## config.mk

```make
export PLATFORM = sky130hd
export DESIGN_NAME = pipe_stage_buf
export DESIGN_NICKNAME = d
export VERILOG_FILES = /design/src/rtl/pipe_stage_buf.sv
export SDC_FILE = /design/constraint.sdc
export NUM_CORES = 1
export LEC_CHECK = 0
export ABC_AREA = 1
export BUFFER_PORTS_ARGS = -buffer_cell sky130_fd_sc_hd__buf_2
export CELL_PAD_IN_SITES_DETAIL_PLACEMENT = 0
export CELL_PAD_IN_SITES_GLOBAL_PLACEMENT = 2
export CORE_MARGIN = 1
export CORE_UTILIZATION = 33
export DETAILED_ROUTE_END_ITERATION = 10
export GPL_TIMING_DRIVEN = 0
export PLACE_DENSITY_LB_ADDON = 0.2
export SLEW_MARGIN = 20
export SYNTH_ARGS = -nofsm -noshare
export SYNTH_HDL_FRONTEND = slang
export SYNTH_SLANG_ARGS = --single-unit
```

## constraint.sdc

```tcl
create_clock -name clk -period 3.89 [get_ports clk]
set_input_delay 0.778 -clock clk [delete_from_list [all_inputs] [get_ports clk]]
set_output_delay 0.778 -clock clk [all_outputs]
set_load 0.02 [all_outputs]
```

## src/rtl/pipe_stage_buf.sv

```systemverilog
// ============================================================================
// pipe_stage_buf : pipeline-boundary register with a 2-entry skid buffer,
//                  bubble-cleared control field and saturating stall counter.
// Revision       : 1.0
// ============================================================================
`default_nettype none

module pipe_stage_buf #(
    parameter int CTRL_W = 16,
    parameter int DATA_W = 64,
    parameter int CNT_W  = 16
) (
    input  logic              clk,
    input  logic              rst,
    input  logic              flush,
    input  logic              in_valid,
    output logic              in_ready,
    input  logic [CTRL_W-1:0] in_ctrl,
    input  logic [DATA_W-1:0] in_data,
    output logic              out_valid,
    input  logic              out_ready,
    output logic [CTRL_W-1:0] out_ctrl,
    output logic [DATA_W-1:0] out_data,
    output logic [1:0]        occupancy,
    input  logic              cnt_clr,
    output logic [CNT_W-1:0]  stall_cnt
);

    localparam logic [CNT_W-1:0] c_CNT_MAX = '1;

    logic              r_main_valid;
    logic [CTRL_W-1:0] r_main_ctrl;
    logic [DATA_W-1:0] r_main_data;
    logic              r_skid_valid;
    logic [CTRL_W-1:0] r_skid_ctrl;
    logic [DATA_W-1:0] r_skid_data;
    logic [CNT_W-1:0]  r_stall_cnt;

    logic w_ih;
    logic w_oh;

    // in_ready depends only on registered state, so back-pressure never
    // forms a combinational path from out_ready to in_ready.
    assign in_ready  = !r_skid_valid;
    assign w_ih      = in_valid && in_ready;
    assign w_oh      = r_main_valid && out_ready;

    assign out_valid = r_main_valid;
    assign out_ctrl  = r_main_ctrl & {CTRL_W{r_main_valid}};
    assign out_data  = r_main_data;
    assign occupancy = {1'b0, r_main_valid} + {1'b0, r_skid_valid};
    assign stall_cnt = r_stall_cnt;

    always_ff @(posedge clk or negedge rst) begin
        if (!rst) begin
            r_main_valid <= 1'b0;
            r_main_ctrl  <= '0;
            r_main_data  <= '0;
            r_skid_valid <= 1'b0;
            r_skid_ctrl  <= '0;
            r_skid_data  <= '0;
        end else if (flush) begin
            // Payload is left in place; only the side-effect bits are cleared.
            r_main_valid <= 1'b0;
            r_main_ctrl  <= '0;
            r_skid_valid <= 1'b0;
            r_skid_ctrl  <= '0;
        end else if (r_skid_valid) begin
            if (w_oh) begin
                r_main_valid <= 1'b1;
                r_main_ctrl  <= r_skid_ctrl;
                r_main_data  <= r_skid_data;
                r_skid_valid <= 1'b0;
            end
        end else if (!r_main_valid) begin
            if (w_ih) begin
                r_main_valid <= 1'b1;
                r_main_ctrl  <= in_ctrl;
                r_main_data  <= in_data;
            end
        end else if (w_oh) begin
            if (w_ih) begin
                r_main_ctrl <= in_ctrl;
                r_main_data <= in_data;
            end else begin
                r_main_valid <= 1'b0;
            end
        end else if (w_ih) begin
            r_skid_valid <= 1'b1;
            r_skid_ctrl  <= in_ctrl;
            r_skid_data  <= in_data;
        end
    end

    always_ff @(posedge clk or negedge rst) begin
        if (!rst) begin
            r_stall_cnt <= '0;
        end else if (cnt_clr) begin
            r_stall_cnt <= '0;
        end else if (r_main_valid && !out_ready && (r_stall_cnt != c_CNT_MAX)) begin
            r_stall_cnt <= r_stall_cnt + 1'b1;
        end
    end

endmodule

`default_nettype wire
```

Word-level counts from Yosys, hierarchy flattened
Index checks and enable logic that the tools add are counted.

storage, ports and cells
  bits in registers = 178
  input bits = 86
  output and inout port bits = 100
  word-level logic and storage cells = 62

operators by class
  add/sub/neg operators = 2
  equal/unequal tests = 7
  muxes and demuxes = 29
  bitwise logic cells = 4
  reduce and logical (&&, ||, !) cells = 13

operator list
  operator                                                         count
  64-bit 2-to-1 mux                                                5
  16-bit 2-to-1 mux                                                13
  16-bit by 1-bit adder with 16-bit output, second input constant  1
  16-bit AND                                                       1
  16-bit != test, second input constant                            1
  1-bit 2-to-1 mux                                                 11
  3-bit by 2-bit != test with 1-bit output, second input constant  2
  2-bit nonzero test                                               3
  5-bit AND reduction                                              1
  1-bit logical AND                                                4
  2-bit by 1-bit != test with 1-bit output, second input constant  2
  2-bit != test, second input constant                             2
  4-bit AND reduction                                              1
  1-bit inverter                                                   3
  3-bit AND reduction                                              1
  1-bit by 1-bit adder with 2-bit output                           1
  1-bit logical NOT                                                2
  2-bit AND reduction                                              1

Longest topological paths before layout
  depth in word-level cells = 7
  depth in mapped cells = 9

Worst setup path before layout
No wires, ideal clock.

  kind = reg2out
  start point = register r_main_valid, in the netlist out_valid
  end point = output out_ctrl[10]
  arrival time = 1133 ps
  data required time = 3112 ps
  path slack = 1979 ps
  cell stages (with the launch flop) = 5
  buffers on the path = 2
  cells stage by stage = dfrtp_1 -> buf_4 -> clkbuf_1 -> nand2_1 -> inv_1

between the ends
  cells in the longest elaborated chain, start to end = 1

ends and longest elaborated chain
  item                    RTL line  RTL
  from (decl)             31        logic r_main_valid;
  from (signal assigned)  56        r_main_valid <= 1'b0;
  from (signal assigned)  64        r_main_valid <= 1'b0;
  from (signal assigned)  70        r_main_valid <= 1'b1;
  16-bit AND              49        assign out_ctrl = r_main_ctrl & {CTRL_W{r_main_valid}};
  to (decl)               22        output logic [CTRL_W-1:0] out_ctrl,

Every way passes these cells.

Final worst setup path
  start point = register r_main_valid, in the netlist out_valid
  end point = output out_ctrl[13]

The elaborated chain is that of the path after synthesis.

==> impl_metrics.json <==
{
  "routed-wl-met2_microns": 10180,
  "rsz0062_at_grt": "false",
  "wirelength_microns": 22640,
  "start_kind": "register",
  "setup-violations-final": 0,
  "path_delay_family": "buffers and inverters",
  "ios": 186,
  "slowest_delay_ps": 390,
  "power_frac_comb": 0.178,
  "yosysWarnings": 0,
  "multi_input_area_sq_um": 2770,
  "routed-via-count": 7086,
  "drive_gt1_frac": 0.2079,
  "syn_area_sq_um": 8314,
  "drt_iter0_drc": 405,
  "synth_edf_count": 0,
  "grt_pass1_vias": 7075,
  "final.setup.worst_slack_ps": 1412,
  "p_switching_uw": 1541,
  "hp-class": "primary input to async pin",
  "met3_length_microns": 964,
  "final_nets": 1345,
  "synth_cell_types": 30,
  "worstSkewPairLatency_ps": 420,
  "crit_path_top_delay_cell": "clkbuf_1",
  "dr.max_layer_used": "met5",
  "seqCellArea_sq_um": 4454,
  "ir_worst_vdd_uv": 254.0,
  "synth_top_cell_by_area": "dfrtp_1",
  "cts_buffers": 17,
  "crit_chain": "buf_4, clkbuf_1, nand2_1, inv_1, buf_2",
  "core.rowCount": 57,
  "finalHoldViolations": 0,
  "area_growth_pct": 23.97,
  "power.share.sequential": 0.468,
  "fin_util": 0.4201,
  "maxCapViolations": 0,
  "place_ws_ps": 1604,
  "p_per_area_nw_per_um2": 480.2,
  "pwr-share-clk": 0.354,
  "clk_pin_slew_ps": 70,
  "synth.top_cells.by_area": "dfrtp_1 (54%), nand2_1 (13%), inv_1 (9.5%)",
  "p_sw_frac": 0.3114,
  "grt_pass1_wl_microns": 37230,
  "path_max_fanout": 10,
  "routedWlPerCell_microns": 14.19,
  "timing.fmax_mhz": 403.5,
  "crit_required_ps": 3110,
  "syn_avg_cell_area_sq_um": 7.911,
  "grt_start_max_net_pins": 81,
  "synth_fp_nets": 1139,
  "synthTopCellsByCount": "nand2_1 (292), inv_1 (211), dfrtp_1 (178)",
  "synth-seq-cells": 178,
  "clock_skew_ps": 16.87,
  "cts_tree": "built",
  "wl_met1_microns": 11290,
  "drcViolationCount": 0,
  "cts_max_level": 4,
  "yosysMostFrequentCell": "nand2_1",
  "p_leak_uw": 0.005482,
  "worst_pin_slew_ps": 525.5,
  "cts-hold-fix-buffers": 0,
  "p_int_uw": 3408,
  "antenna_found_initial": 2,
  "dp_hpwl_microns": 15860,
  "synth.top_cell.area_share": 0.5357,
  "die_h_microns": 160.7,
  "finalPower_uw": 4949,
  "dp.cells": 1562,
  "cp-end-kind": "primary output",
  "yosysSeqAreaShare": 0.5357,
  "ant_nets": 0,
  "cts_max_path_buffers": 2,
  "layout_worst_path_cycle_share": 0.6371,
  "dieWidth_microns": 160.7,
  "via_per_inst": 4.443,
  "crit_type": "register to primary output",
  "port_buffers": 185,
  "overflow": 0,
  "stdcell_count": 1595,
  "cts_root_buf": "clkbuf_16",
  "slew_violations": 0,
  "firstDrtPassIters": 5,
  "core_sq_um": 24530,
  "critPathBufInv": 4,
  "fin_setup_tns_ps": 0,
  "die_area_sq_um": 25830,
  "slew_headroom": 0.6497,
  "synth_flop_cell": "dfrtp_1",
  "arrival_ps": 1700,
  "grt_usage": 0.1826,
  "clock_sinks": 178,
  "cts_resized": 0,
  "status": "finished, final reports clean",
  "syn_inst": 1051,
  "period_needed_ps": 2478,
  "nFillCells": 2621,
  "cts_setup_buffers": 0,
  "initial_core_util": 0.3389,
  "async_flop_share": 1.000,
  "place.gp.congestion": 0.7424
}
area by class of cell:
| type | instances | area share |
|---|---|---|
| clock inverters | 14 | 0.01505 |
| well taps | 324 | 0.03933 |
| diodes | 1 | 0.0002428 |
| inverters | 213 | 0.07757 |
| plain buffers | 54 | 0.02816 |
| multi-input cells | 606 | 0.2688 |
| repair buffers | 187 | 0.09614 |
| clock buffers | 18 | 0.04261 |
| flip-flops and latches | 178 | 0.4321 |
power by group through the flow:
| stage | Sequential (uW) | Combinational (uW) | Clock (uW) |
|---|---|---|---|
| after floorplan | 2480 | 391 | 0 |
| after global placement | 2340 | 881 | 0 |
| after detailed placement | 2350 | 898 | 0 |
| after CTS | 2320 | 901 | 1820 |
| after global routing | 2350 | 1010 | 1890 |
| final | 2320 | 879 | 1750 |
cells by family after synthesis:
kind of cell / synth area share
AO/OA/AOI/OAI: 0.1562
adder cells (fa/ha/maj): 0.003009
flip-flops: 0.5357
XOR/XNOR: 0.005268
buffers and inverters: 0.1311
AND/OR/NAND/NOR: 0.1687
layer usage:
layer / track usage / up-vias
met5: 0 / -
met4: 0.04331 / 2
met3: 0.03822 / 11
met2: 0.2851 / 137
met1: 0.2586 / 3270
li1: - / 3666
path summary, 6_finish.rpt:
| path | slack, ps | end | cells past startpoint | startpoint |
|---|---|---|---|---|
| worst max-delay path | 1410 | out_ctrl[13] | 5 | out_valid |
| worst min-delay path | 230 | r_main_ctrl[8] | 1 | rst |
| worst max register to register | 1860 | r_skid_data[48] | 7 | r_skid_valid |
| worst min register to register | 490 | r_skid_data[23] | 2 | r_skid_data[23] |
| max in group asynchronous | 2620 | out_data[46] | 3 | rst |
| min in group clk | 490 | r_skid_data[23] | 2 | r_skid_data[23] |
cell usage in the layout (no fill, tap or decap), types with 2 or more instances in the layout:
cell type / synthesis / routed
a21oi_1: 2 / 2
buf_16: 0 / 2
buf_2: 19 / 203
buf_4: 11 / 11
buf_6: 3 / 3
clkbuf_1: 20 / 20
clkbuf_16: 0 / 17
clkinv_4: 0 / 2
dfrtp_1: 178 / 178
ha_1: 2 / 2
inv_1: 211 / 211
inv_6: 0 / 5
inv_8: 0 / 5
nand2_1: 292 / 292
nand2_2: 2 / 2
nand3_1: 26 / 26
nand4_1: 4 / 4
nor2_1: 19 / 19
nor2_2: 3 / 3
o21ai_0: 130 / 130
o21ai_1: 81 / 81
o22ai_1: 32 / 32
xnor2_1: 3 / 3
xor2_1: 2 / 2
registers in the layout, indices dropped and copies added (netlist names):
register	flops
out_valid	1
r_main_ctrl	16
r_skid_valid	1
r_skid_ctrl	16
out_data	64
r_skid_data	64
stall_cnt	16
metrics by stage:
stage	instance area (sq um)	hold WS (ps)
3_5_place_dp	9711	473.2
3_3_place_gp	9646	464.8
5_1_grt	10310	228.0
2_1_floorplan	8314	452.9
4_1_cts	10300	224.2
6_report	10310	230.0
No activity file was read; power rests on OpenSTA's default activity.
